--- src/rtl/n2tl_rls_pkg.sv ---
// n2tl_rls_pkg
// Shared definitions for the multi-slot TileLink Release tracker:
//   - one-hot slot-state encodings and the matching enum type
//   - default parameter values
//   - lowest-set-bit priority encoder used by the allocator and the
//     timeout reporter
//   - ASCII decode of a slot state for waveform/debug viewing
package n2tl_rls_pkg;

   localparam logic [2:0] SLOT_IDLE   = 3'h1;
   localparam logic [2:0] SLOT_ACK_WT = 3'h2;
   localparam logic [2:0] SLOT_DONE   = 3'h4;

   typedef enum logic [2:0] {
      ST_IDLE   = SLOT_IDLE,
      ST_ACK_WT = SLOT_ACK_WT,
      ST_DONE   = SLOT_DONE
   } slot_state_e;

   localparam int DEF_NUM_SLOTS      = 4;
   localparam int DEF_SRC_W          = 4;
   localparam int DEF_TMO_W          = 16;
   localparam int DEF_TIMEOUT_CYCLES = 1024;

   // Upper bound on NUM_SLOTS; encoder inputs are zero-padded to this width.
   localparam int MAX_SLOTS = 16;
   localparam int IDX_W     = 4;

   // Index of the lowest set bit; 0 when the vector is empty, so callers
   // qualify the result with a reduction-OR of the same vector.
   function automatic logic [IDX_W-1:0] lsb_index(input logic [MAX_SLOTS-1:0] vec);
      lsb_index = '0;
      for (int i = MAX_SLOTS - 1; i >= 0; i--) begin
         if (vec[i]) lsb_index = IDX_W'(i);
      end
   endfunction

   // Six-character state name for debug displays only.
   function automatic logic [47:0] slot_state_ascii(input slot_state_e s);
      case (s)
         ST_IDLE:   slot_state_ascii = "IDLE  ";
         ST_ACK_WT: slot_state_ascii = "ACK_WT";
         ST_DONE:   slot_state_ascii = "DONE  ";
         default:   slot_state_ascii = "??????";
      endcase
   endfunction

endpackage

--- src/rtl/n2tl_rls_slot.sv ---
// n2tl_rls_slot
// One outstanding-release slot: state machine, captured source ID and
// ACK_WT cycle counter. Matching and allocation decisions are made by the
// parent; this block only sequences its own state.
//
//   state     | meaning
//   ----------+------------------------------------------------------
//   ST_IDLE   | free, may be allocated
//   ST_ACK_WT | release issued, waiting for ReleaseAck with our source
//   ST_DONE   | ack seen this cycle, returns to IDLE on the next edge
//
// Ports:
//   clk, reset   clock, asynchronous active-high reset
//   alloc        parent selected this slot for the incoming release
//   alloc_src    source ID to capture on allocation
//   ack_hit      a ReleaseAck matching this slot arrived this cycle
//   state        current slot state
//   state_nxt    state after the coming edge (feeds occupancy/full)
//   src          captured source ID
//   tmo_hit      timeout decision this cycle (already loses to ack_hit)
module n2tl_rls_slot
   import n2tl_rls_pkg::*;
#(
   parameter int SRC_W          = DEF_SRC_W,
   parameter int TMO_W          = DEF_TMO_W,
   parameter int TIMEOUT_CYCLES = DEF_TIMEOUT_CYCLES
) (
   input  logic             clk,
   input  logic             reset,
   input  logic             alloc,
   input  logic [SRC_W-1:0] alloc_src,
   input  logic             ack_hit,
   output slot_state_e      state,
   output slot_state_e      state_nxt,
   output logic [SRC_W-1:0] src,
   output logic             tmo_hit
);

   localparam bit TMO_EN = (TIMEOUT_CYCLES != 0);
   localparam logic [TMO_W-1:0] TMO_LAST = TMO_EN ? TMO_W'(TIMEOUT_CYCLES - 1) : '0;

   logic [TMO_W-1:0] cnt;
   logic [TMO_W-1:0] cnt_nxt;
   logic [SRC_W-1:0] src_nxt;

   always_ff @(posedge clk or posedge reset) begin
      if (reset) begin
         state <= ST_IDLE;
         cnt   <= '0;
         src   <= '0;
      end else begin
         state <= state_nxt;
         cnt   <= cnt_nxt;
         src   <= src_nxt;
      end
   end

   always_comb begin
      state_nxt = state;
      cnt_nxt   = cnt;
      src_nxt   = src;
      // A matching ack in the terminal cycle takes precedence over timeout.
      tmo_hit   = TMO_EN && (state == ST_ACK_WT) && (cnt == TMO_LAST) && !ack_hit;
      case (state)
         ST_IDLE: begin
            if (alloc) begin
               state_nxt = ST_ACK_WT;
               src_nxt   = alloc_src;
               cnt_nxt   = '0;
            end
         end
         ST_ACK_WT: begin
            if (ack_hit) begin
               state_nxt = ST_DONE;
            end else if (tmo_hit) begin
               state_nxt = ST_IDLE;
            end else if (cnt != '1) begin
               cnt_nxt = cnt + TMO_W'(1);
            end
         end
         ST_DONE: begin
            state_nxt = ST_IDLE;
         end
         default: begin
            state_nxt = ST_IDLE;
         end
      endcase
   end

endmodule

--- src/rtl/n2tl_rls_tracker.sv ---
// n2tl_rls_tracker
// Tracks up to NUM_SLOTS outstanding TileLink Release transactions, keyed by
// source ID, between TL Logic and the OXmgr RX ReleaseAck path.
// New releases are accepted into the lowest free slot or rejected (no free
// slot, or the source is already outstanding). ReleaseAcks retire the slot
// with the same source; unmatched acks are flagged as stray. Each waiting
// slot times out after TIMEOUT_CYCLES cycles (0 disables).
//
// Ports:
//   clk, reset            clock, asynchronous active-high reset
//   release_req/_src      new release request and its source ID
//   release_ack_rcvd/_src ReleaseAck pulse and its source ID
//   release_req_ack       request accepted (registered pulse)
//   release_req_nack      request rejected (registered pulse)
//   release_done/_src     slot retired by matching ack, with its source
//   release_timeout/_src  slot timed out, with its source
//   stray_ack             ack matched no waiting slot
//   outstanding_cnt       slots in ACK_WT or DONE after the last edge
//   full                  no IDLE slot after the last edge
module n2tl_rls_tracker
   import n2tl_rls_pkg::*;
#(
   parameter int NUM_SLOTS      = DEF_NUM_SLOTS,
   parameter int SRC_W          = DEF_SRC_W,
   parameter int TMO_W          = DEF_TMO_W,
   parameter int TIMEOUT_CYCLES = DEF_TIMEOUT_CYCLES
) (
   input  logic                               clk,
   input  logic                               reset,
   input  logic                               release_req,
   input  logic [SRC_W-1:0]                   release_src,
   input  logic                               release_ack_rcvd,
   input  logic [SRC_W-1:0]                   release_ack_src,
   output logic                               release_req_ack,
   output logic                               release_req_nack,
   output logic                               release_done,
   output logic [SRC_W-1:0]                   release_done_src,
   output logic                               release_timeout,
   output logic [SRC_W-1:0]                   release_timeout_src,
   output logic                               stray_ack,
   output logic [$clog2(NUM_SLOTS+1)-1:0]     outstanding_cnt,
   output logic                               full
);

   localparam int CNT_W = $clog2(NUM_SLOTS + 1);

   slot_state_e      st       [NUM_SLOTS];
   slot_state_e      st_nxt   [NUM_SLOTS];
   logic [SRC_W-1:0] slot_src [NUM_SLOTS];

   logic [NUM_SLOTS-1:0] is_idle;
   logic [NUM_SLOTS-1:0] is_wt;
   logic [NUM_SLOTS-1:0] occ;
   logic [NUM_SLOTS-1:0] dup_vec;
   logic [NUM_SLOTS-1:0] ack_hit;
   logic [NUM_SLOTS-1:0] tmo_vec;
   logic [NUM_SLOTS-1:0] alloc_vec;
   logic [NUM_SLOTS-1:0] nxt_idle;

   logic [MAX_SLOTS-1:0] idle_pad;
   logic [MAX_SLOTS-1:0] tmo_pad;
   logic [IDX_W-1:0]     alloc_idx;
   logic [IDX_W-1:0]     tmo_idx;
   logic [SRC_W-1:0]     tmo_src_sel;
   logic                 alloc_ok;
   logic [CNT_W-1:0]     occ_cnt_nxt;

   always_comb begin
      is_idle  = '0;
      is_wt    = '0;
      occ      = '0;
      dup_vec  = '0;
      ack_hit  = '0;
      nxt_idle = '0;
      for (int i = 0; i < NUM_SLOTS; i++) begin
         is_idle[i]  = (st[i] == ST_IDLE);
         is_wt[i]    = (st[i] == ST_ACK_WT);
         // DONE still holds its source for one more cycle, so it blocks reuse.
         occ[i]      = (st[i] == ST_ACK_WT) || (st[i] == ST_DONE);
         dup_vec[i]  = occ[i] && (slot_src[i] == release_src);
         ack_hit[i]  = release_ack_rcvd && is_wt[i] && (slot_src[i] == release_ack_src);
         nxt_idle[i] = (st_nxt[i] == ST_IDLE);
      end
   end

   always_comb begin
      idle_pad                  = '0;
      idle_pad[NUM_SLOTS-1:0]   = is_idle;
      alloc_idx                 = lsb_index(idle_pad);
      alloc_ok                  = release_req && (|is_idle) && !(|dup_vec);
      alloc_vec                 = '0;
      for (int i = 0; i < NUM_SLOTS; i++) begin
         alloc_vec[i] = alloc_ok && (alloc_idx == IDX_W'(i));
      end
   end

   // Coincident timeouts cannot arise from single allocation per cycle, but
   // the lowest index is reported if they ever do.
   always_comb begin
      tmo_pad                = '0;
      tmo_pad[NUM_SLOTS-1:0] = tmo_vec;
      tmo_idx                = lsb_index(tmo_pad);
      tmo_src_sel            = '0;
      for (int i = 0; i < NUM_SLOTS; i++) begin
         if (tmo_idx == IDX_W'(i)) tmo_src_sel = slot_src[i];
      end
   end

   always_comb begin
      occ_cnt_nxt = '0;
      for (int i = 0; i < NUM_SLOTS; i++) begin
         occ_cnt_nxt = occ_cnt_nxt + CNT_W'(!nxt_idle[i]);
      end
   end

   for (genvar g = 0; g < NUM_SLOTS; g++) begin : g_slot
      n2tl_rls_slot #(
         .SRC_W          (SRC_W),
         .TMO_W          (TMO_W),
         .TIMEOUT_CYCLES (TIMEOUT_CYCLES)
      ) u_slot (
         .clk       (clk),
         .reset     (reset),
         .alloc     (alloc_vec[g]),
         .alloc_src (release_src),
         .ack_hit   (ack_hit[g]),
         .state     (st[g]),
         .state_nxt (st_nxt[g]),
         .src       (slot_src[g]),
         .tmo_hit   (tmo_vec[g])
      );
   end

   always_ff @(posedge clk or posedge reset) begin
      if (reset) begin
         release_req_ack     <= 1'b0;
         release_req_nack    <= 1'b0;
         release_done        <= 1'b0;
         release_done_src    <= '0;
         release_timeout     <= 1'b0;
         release_timeout_src <= '0;
         stray_ack           <= 1'b0;
         outstanding_cnt     <= '0;
         full                <= 1'b0;
      end else begin
         release_req_ack     <= alloc_ok;
         release_req_nack    <= release_req && !alloc_ok;
         release_done        <= |ack_hit;
         release_done_src    <= (|ack_hit) ? release_ack_src : '0;
         release_timeout     <= |tmo_vec;
         release_timeout_src <= (|tmo_vec) ? tmo_src_sel : '0;
         stray_ack           <= release_ack_rcvd && !(|ack_hit);
         outstanding_cnt     <= occ_cnt_nxt;
         full                <= !(|nxt_idle);
      end
   end

endmodule
--- config.mk ---
export PLATFORM = sky130hd
export DESIGN_NAME = n2tl_rls_tracker
export DESIGN_NICKNAME = d
export VERILOG_FILES = /design/src/rtl/n2tl_rls_pkg.sv /design/src/rtl/n2tl_rls_slot.sv /design/src/rtl/n2tl_rls_tracker.sv
export SDC_FILE = /design/constraint.sdc
export NUM_CORES = 1
export LEC_CHECK = 0
export CAP_MARGIN = 20
export CORE_MARGIN = 2
export CORE_UTILIZATION = 43
export CTS_BUF_LIST = sky130_fd_sc_hd__clkbuf_4
export DETAILED_ROUTE_END_ITERATION = 8
export MAX_ROUTING_LAYER = met4
export PLACE_DENSITY = 0.61
export SETUP_SLACK_MARGIN = 0.4
export SLEW_MARGIN = 20
export SYNTH_ARGS = -nofsm -noshare
export SYNTH_HDL_FRONTEND = slang
export SYNTH_SLANG_ARGS = --single-unit
--- constraint.sdc ---
create_clock -name clk -period 5 [get_ports clk]
set_input_delay 1.25 -clock clk [delete_from_list [all_inputs] [get_ports clk]]
set_output_delay 1.25 -clock clk [all_outputs]
set_load 0.02 [all_outputs]
==> results of run 1 <==
[critical path, stage by stage]
cell	delay, ns
sky130_fd_sc_hd__clkdlybuf4s50_1	0.71
sky130_fd_sc_hd__xnor2_1	0.16
sky130_fd_sc_hd__nand4_1	0.13
sky130_fd_sc_hd__o32ai_1	0.60
sky130_fd_sc_hd__nor3_2	0.13
sky130_fd_sc_hd__o21ai_0	0.40
sky130_fd_sc_hd__inv_1	0.12
sky130_fd_sc_hd__fa_1	0.51
sky130_fd_sc_hd__ha_1	0.22
sky130_fd_sc_hd__ha_1	0.27
[area by class of cell]
class / count / area share, %
multi-input cells: 467 / 46.2
clock inverters: 5 / 0.785
clock buffers: 11 / 1.26
well taps: 176 / 3.37
repair buffers: 37 / 5.32
inverters: 22 / 1.30
flip-flops and latches: 109 / 41.8
[logic make-up (layout without fill, tap and decap cells)]
| family | Yosys count | after routing | share of synthesized area, % |
|---|---|---|---|
| buffers and inverters | 48 | 75 | 3.41 |
| AND/OR/NAND/NOR | 291 | 291 | 26.0 |
| adder cells (fa/ha/maj) | 7 | 7 | 1.60 |
| XOR/XNOR | 55 | 55 | 8.11 |
| flip-flops | 109 | 109 | 46.0 |
| AO/OA/AOI/OAI | 99 | 99 | 12.1 |
| multiplexers | 15 | 15 | 2.78 |
[worst paths after layout]
path,slack (ns),depth (start not counted),startpoint,end
setup / recovery,0.90,10,release_src[3],outstanding_cnt[1]
hold reg to reg,0.51,1,g_slot[2].u_slot.cnt[2],g_slot[2].u_slot.cnt[2]
min in group asynchronous,1.27,2,reset,g_slot[3].u_slot.cnt[4]
max in group asynchronous,2.84,3,reset,g_slot[3].u_slot.state[0]
setup reg to reg,1.79,9,g_slot[2].u_slot.cnt[4],outstanding_cnt[1]
hold / removal,0.51,1,g_slot[2].u_slot.cnt[2],g_slot[2].u_slot.cnt[2]
[placed cells by master, fill, tap and decap left out, types with 3 or more instances in the layout]
cell                              synthesis  final
sky130_fd_sc_hd__a21o_1                  10     10
sky130_fd_sc_hd__a21oi_1                 17     17
sky130_fd_sc_hd__a32oi_1                  4      4
sky130_fd_sc_hd__and2_1                   7      7
sky130_fd_sc_hd__and3_1                   7      7
sky130_fd_sc_hd__buf_4                    0      9
sky130_fd_sc_hd__clkbuf_4                 0     11
sky130_fd_sc_hd__clkdlybuf4s50_1          0     28
sky130_fd_sc_hd__dfrtp_1                105    105
sky130_fd_sc_hd__dfstp_2                  4      4
sky130_fd_sc_hd__ha_1                     6      6
sky130_fd_sc_hd__inv_1                   22     21
sky130_fd_sc_hd__mux2_2                  12     12
sky130_fd_sc_hd__mux2i_1                  3      3
sky130_fd_sc_hd__nand2_1                 69     69
sky130_fd_sc_hd__nand2b_1                 4      4
sky130_fd_sc_hd__nand3_1                 43     43
sky130_fd_sc_hd__nand4_1                 23     23
sky130_fd_sc_hd__nor2_1                  54     54
sky130_fd_sc_hd__nor2b_1                  5      5
sky130_fd_sc_hd__nor3_1                   9      8
sky130_fd_sc_hd__nor3_2                   2      3
sky130_fd_sc_hd__nor3b_1                 10      9
sky130_fd_sc_hd__nor3b_2                  2      3
sky130_fd_sc_hd__nor4_1                  16     16
sky130_fd_sc_hd__o211ai_1                 5      5
sky130_fd_sc_hd__o21ai_0                 12     12
sky130_fd_sc_hd__o21bai_1                 6      6
sky130_fd_sc_hd__o31a_1                   4      4
sky130_fd_sc_hd__o31ai_1                 17     17
sky130_fd_sc_hd__or2_2                    3      3
sky130_fd_sc_hd__or3_1                    7      7
sky130_fd_sc_hd__or4_1                   13     13
sky130_fd_sc_hd__xnor2_1                 38     38
sky130_fd_sc_hd__xor2_1                  17     17
[where the power goes]
group | internal (mW) | switching (mW) | leakage, nW
clock network | 0.161 | 0.286 | 0.0759
logic | 0.347 | 0.411 | 1.23
registers | 1.06 | 0.246 | 1.44
total | 1.57 | 0.943 | 2.75
[routing by layer]
metal	track usage, %	vias up
met5	-	-
met4	5.39	0
met3	4.07	23
met2	29.5	137
met1	29.6	2357
li1	-	2295
[flip-flops by register name, summed over array words and instances (netlist names)]
register             count
g_slot.u_slot.state     12
full                     1
stray_ack                1
release_timeout_src      4
release_timeout          1
g_slot.u_slot.src       16
release_req_nack         1
outstanding_cnt          3
release_req_ack          1
g_slot.u_slot.cnt       64
release_done             1
release_done_src         4
[through the flow]
step | area [um^2] | utilization, % | std cells
CTS | 6530 | 48.9 | 827
detailed placement | 6400 | 47.9 | 811
finish | 6540 | 49.0 | 827
global route | 6540 | 49.0 | 827
global placement | 6400 | 47.9 | 811
floorplan | 5940 | - | 624
==> metrics, run 1 <==
fraction of the yosys area taken by sequential cells=between 40 and 50%; Mean Syn Cell Area=about 9.5 um^2; overall track demand over capacity in global routing=slightly above 20%; number of buffers added by the clock tree synthesis step=9; area of the multi-input gates=a little over 3000 um^2; Final Max Tran Viols=0; total negative slack for setup checks=0 ns; hold_ws=between 0.5 and 0.6 ns; Rel. slew slack=between 40 and 50%; Worst Slack Setup Final=0.904 ns; static leakage power=approximately 2.7 nW; worst endpoint data arrival time=around 4.5 ns; Num Clock Sinks=109; residual DRC count=0; placeable core region=13,300 um^2; effective utilization at floorplan=approximately 45%; category of the worst setup path capture point=flop; later-pin clock latency in the skew report=roughly 0.50 ns; H-Tree Depth=3; Avg WL per Cell=~17 um; y dimension of the die=122 um; via count of the first global-routing pass=approximately 4,500; area fraction of the dominant cell type after synthesis=44.2%; Clock transition at path regs=~0.16 ns; number of enable-type register cells in the synthesized netlist=0; overall power consumption=around 2.5 mW; number of nets produced by synthesis=between 600 and 700; die width=approximately 120 um; count of TritonRoute iterations in the first routing pass=5; NumNets Final=~670; most instantiated library cell after synthesis=sky130_fd_sc_hd__dfrtp_1; cell area after technology mapping=5940 um^2; startpoint kind of the worst setup timing path=input pin; # diodes=0; Detail Route met2 WL=a little over 6 mm; number of top-level pins=29; gate count after technology mapping=624; setup repair after global routing missed its margin=false; Via density=between 5 and 6; quantity of I/O buffers inserted on ports=28; first-pass GRT wire length=23.1 mm; Area Growth Syn to Fin=10.0%; total wire length=14.0 mm; pwr/cell area=around 380 nW/um^2; number of setup violations in the final report=0; Detailed Place HPWL=around 10 mm; number of inserted filler cells in the final layout=1,272; total of warnings raised by yosys=0; IR Drop Worst-Case VDD=between 0.2 and 0.25 mV; pin count of the biggest net entering global routing=70; result of the run=complete, no violations; TritonCTS clock tree=yes; worst min path class=reg2reg; Hold-fix buffers, CTS=0; Post-CTS Resized=0; highest fanout seen on the critical path=8; Async S/R FF share, synth=100%; sum of met3 wire segment lengths after detailed routing=a little under 900 um; antenna violations before repair=0; max-cap viol count=0; Post-Place Setup Slack=0.452 ns; number of synthesized register bits=109; critical path data required time=5.41 ns; post-CTS repair timing setup buffer count=0; antenna-violating nets left=0; most instantiated cells after synthesis=sky130_fd_sc_hd__dfrtp_1, sky130_fd_sc_hd__nand2_1, sky130_fd_sc_hd__nor2_1; Synth area leader=sky130_fd_sc_hd__dfrtp_1; number of library cell types mapped by synthesis=between 60 and 70; Longest Clk Path Bufs=2; ratio of cells with drive above 1 in the final layout=8.91%; Fmax achieved=~0.24 GHz; floorplan die area=14,800 um^2; cells taking the most area after synthesis=sky130_fd_sc_hd__dfrtp_1, sky130_fd_sc_hd__xnor2_1, sky130_fd_sc_hd__nand2_1; M1 wire length=around 6.7 mm; transition time at the pin with the least slew margin=between 0.8 and 0.9 ns; site row count=42; final worst path period need=4.10 ns; count of vias placed by the detailed router=between 4,000 and 5,000; path type of the worst setup path=in2reg; largest clock skew in the final design=between 0.02 and 0.025 ns; total overflow reported by the global router=0; area taken by flip-flops and latches=2730 um^2; Synth Flop Type=sky130_fd_sc_hd__dfrtp_1; portion of the clock cycle consumed by the worst path in the final layout=81.9%; Hold Violations, Final=0; top metal layer carrying routed signals=met4; CTS root buffer=sky130_fd_sc_hd__clkbuf_4; drt initial violations=between 400 and 500; RD Place Congestion=slightly above 1
Power figures use the tool's default switching activity.
==> inputs of run 2 (changes only) <==
--- a/config.mk
+++ b/config.mk
@@ -11,7 +11,7 @@
 export CTS_BUF_LIST = sky130_fd_sc_hd__clkbuf_4
 export DETAILED_ROUTE_END_ITERATION = 8
 export MAX_ROUTING_LAYER = met4
-export PLACE_DENSITY = 0.61
+export PLACE_DENSITY = 0.63
 export SETUP_SLACK_MARGIN = 0.4
 export SLEW_MARGIN = 20
 export SYNTH_ARGS = -nofsm -noshare
==> constraint.sdc (replaced) <==
create_clock -name clk -period 3.7 [get_ports clk]
set_input_delay 0.925 -clock clk [delete_from_list [all_inputs] [get_ports clk]]
set_output_delay 0.925 -clock clk [all_outputs]
set_load 0.02 [all_outputs]
==> metrics, run 2 (same netlist as run 1, synthesis figures left out) <==
area of the multi-input gates=3040 um^2 (was 3020 um^2); setup repair after global routing missed its margin=false (unchanged); site row count=42 (unchanged); number of buffers added by the clock tree synthesis step=9 (unchanged); largest registers=g_slot.u_slot.cnt (64), g_slot.u_slot.src (16), g_slot.u_slot.state (12) (unchanged); pin count of the biggest net entering global routing=51 (was 70); residual DRC count=0 (unchanged); antenna violations before repair=0 (unchanged); total wire length=14.0 mm (about the same); static leakage power=2.91 nW (was 2.75 nW); Detailed Place HPWL=10.3 mm (was 10.1 mm); ratio of cells with drive above 1 in the final layout=13.0% (was 8.91%); post-CTS repair timing setup buffer count=0 (unchanged); RD Place Congestion=0.956 (was 1.03); via count of the first global-routing pass=4,700 (was 4,535); H-Tree Depth=3 (unchanged); path type of the worst setup path=in2reg (unchanged); critical path data required time=4.09 ns (was 5.41 ns); die width=122 um (unchanged); total overflow reported by the global router=0 (unchanged); drt initial violations=391 (was 485); worst endpoint data arrival time=3.56 ns (was 4.50 ns); Fmax achieved=between 0.3 and 0.4 GHz; worst min path class=reg2reg (unchanged); antenna-violating nets left=0 (unchanged); floorplan die area=14,800 um^2 (unchanged); leading cell type in the layout, fill and taps excluded=sky130_fd_sc_hd__dfrtp_1 (unchanged); number of setup violations in the final report=0 (unchanged); overall power consumption=3.58 mW (was 2.52 mW); count of TritonRoute iterations in the first routing pass=5 (unchanged); Clock transition at path regs=0.16 ns (about the same); Avg WL per Cell=16.4 um (was 16.9 um); count of vias placed by the detailed router=4,889 (was 4,812); Rel. slew slack=38.7% (was 40.5%); startpoint kind of the worst setup timing path=input pin (unchanged); final worst path period need=3.17 ns; max-cap viol count=0 (unchanged); highest fanout seen on the critical path=4 (was 8); quantity of I/O buffers inserted on ports=28 (unchanged); Final Max Tran Viols=0 (unchanged); number of inserted filler cells in the final layout=1,255 (was 1,272); CTS root buffer=sky130_fd_sc_hd__clkbuf_4 (unchanged); number of top-level pins=29 (unchanged); Hold Violations, Final=0 (unchanged); Via density=5.72 (was 5.82); pwr/cell area=525 nW/um^2 (was 385 nW/um^2); result of the run=complete, no violations (unchanged); Num Clock Sinks=109 (unchanged); NumNets Final=692 (was 665); placeable core region=13,300 um^2 (unchanged); # diodes=0 (unchanged); highest-count cells in the layout ignoring fill and taps=sky130_fd_sc_hd__dfrtp_1, sky130_fd_sc_hd__nand2_1, sky130_fd_sc_hd__nor2_1 (unchanged); Biggest register=g_slot.u_slot.cnt (unchanged); Area Growth Syn to Fin=14.9% (was 10.0%); transition time at the pin with the least slew margin=0.916 ns (was 0.885 ns); number of non-filler instances in the completed layout=854 (was 827); first-pass GRT wire length=23.5 mm (was 23.1 mm); category of the worst setup path capture point=flop (unchanged); y dimension of the die=122 um (unchanged); overall track demand over capacity in global routing=20.8% (was 20.5%); effective utilization at floorplan=44.5% (unchanged); area taken by flip-flops and latches=2730 um^2 (unchanged); largest clock skew in the final design=0.0213 ns (was 0.0222 ns); IR Drop Worst-Case VDD=0.235 mV (was 0.227 mV); portion of the clock cycle consumed by the worst path in the final layout=between 80% and 90%; # placed instances=838 (was 811); Longest Clk Path Bufs=2 (unchanged); later-pin clock latency in the skew report=0.50 ns (about the same); TritonCTS clock tree=yes (unchanged); number of flip-flops under the largest register name=64 (unchanged)
[run 2: cell types whose count changed in the layout (fill, tap and decap cells not counted), sizes merged, moves of 2 or more]
cell,before,now
buf,9,36
clkbuf,11,9
bufinv,1,3
clkinvlp,0,3
clkdlybuf4s50,28,25
clkinv,4,2
dlymetal6s2s,0,2
[run 2: area by class of cell]
class	count	share of cell area, %
inverters	22	1.26
clock buffers	9	0.990
repair buffers	64	8.30
multi-input cells	467	44.5
clock inverters	7	1.67
well taps	176	3.23
flip-flops and latches	109	40.0
[run 2: through the flow]
stage	cell area, um^2	setup TNS [ns]	utilization, %	worst slack [ns]	hold slack, ns
finish	6830	0	51.1	0.534	0.534
global route	6830	0	51.1	0.401	0.584
CTS	6820	0	51.1	0.469	0.542
detailed placement	6620	-0.551	49.6	-0.273	0.519
global placement	6620	-0.104	49.6	-0.0996	0.504
floorplan	5950	0	-	0.428	0.476
[run 2: layer usage]
metal | part of all wire, % | wire (um) | GRT usage (%) | vias up
li1 | - | - | - | 2354
met1 | 48 | 6810 | 29.3 | 2391
met2 | 44 | 6170 | 30.5 | 128
met3 | 6.2 | 871 | 5.06 | 16
met4 | 1.3 | 179 | 5.24 | 0
met5 | 0 | 0 | - | -
[run 2: worst max-delay path, cell delays in order]
cell	delay, ns
sky130_fd_sc_hd__clkdlybuf4s50_1	0.58
sky130_fd_sc_hd__buf_4	0.17
sky130_fd_sc_hd__xnor2_1	0.11
sky130_fd_sc_hd__nand4_1	0.20
sky130_fd_sc_hd__o32ai_4	0.22
sky130_fd_sc_hd__nor3_2	0.11
sky130_fd_sc_hd__o21ai_2	0.19
sky130_fd_sc_hd__inv_1	0.08
sky130_fd_sc_hd__fa_1	0.48
sky130_fd_sc_hd__ha_1	0.22
sky130_fd_sc_hd__ha_1	0.27
[run 2: repair_timing]
action,4_1_cts,5_1_grt
endpoints found under the setup margin,2,2
pin swaps,0,0
resized for setup,5,3
hold buffers,0,0
[run 2: power by group]
| group | internal, mW | leakage [nW] | switching (mW) |
|---|---|---|---|
| clock network | 0.338 | 0.0896 | 0.397 |
| registers | 1.44 | 1.44 | 0.317 |
| logic | 0.514 | 1.38 | 0.578 |
[run 2: worst paths after layout]
path / start / end / slack, ns / cells past startpoint
worst min-delay path: g_slot[2].u_slot.cnt[2] / g_slot[2].u_slot.cnt[2] / 0.53 / 1
max in group asynchronous: reset / g_slot[1].u_slot.state[0] / 2.21 / 3
worst max register to register: g_slot[3].u_slot.state[0] / outstanding_cnt[1] / 0.65 / 8
worst max-delay path: release_src[1] / outstanding_cnt[1] / 0.53 / 11
worst min register to register: g_slot[2].u_slot.cnt[2] / g_slot[2].u_slot.cnt[2] / 0.53 / 1
min in group asynchronous: reset / release_timeout / 0.76 / 2
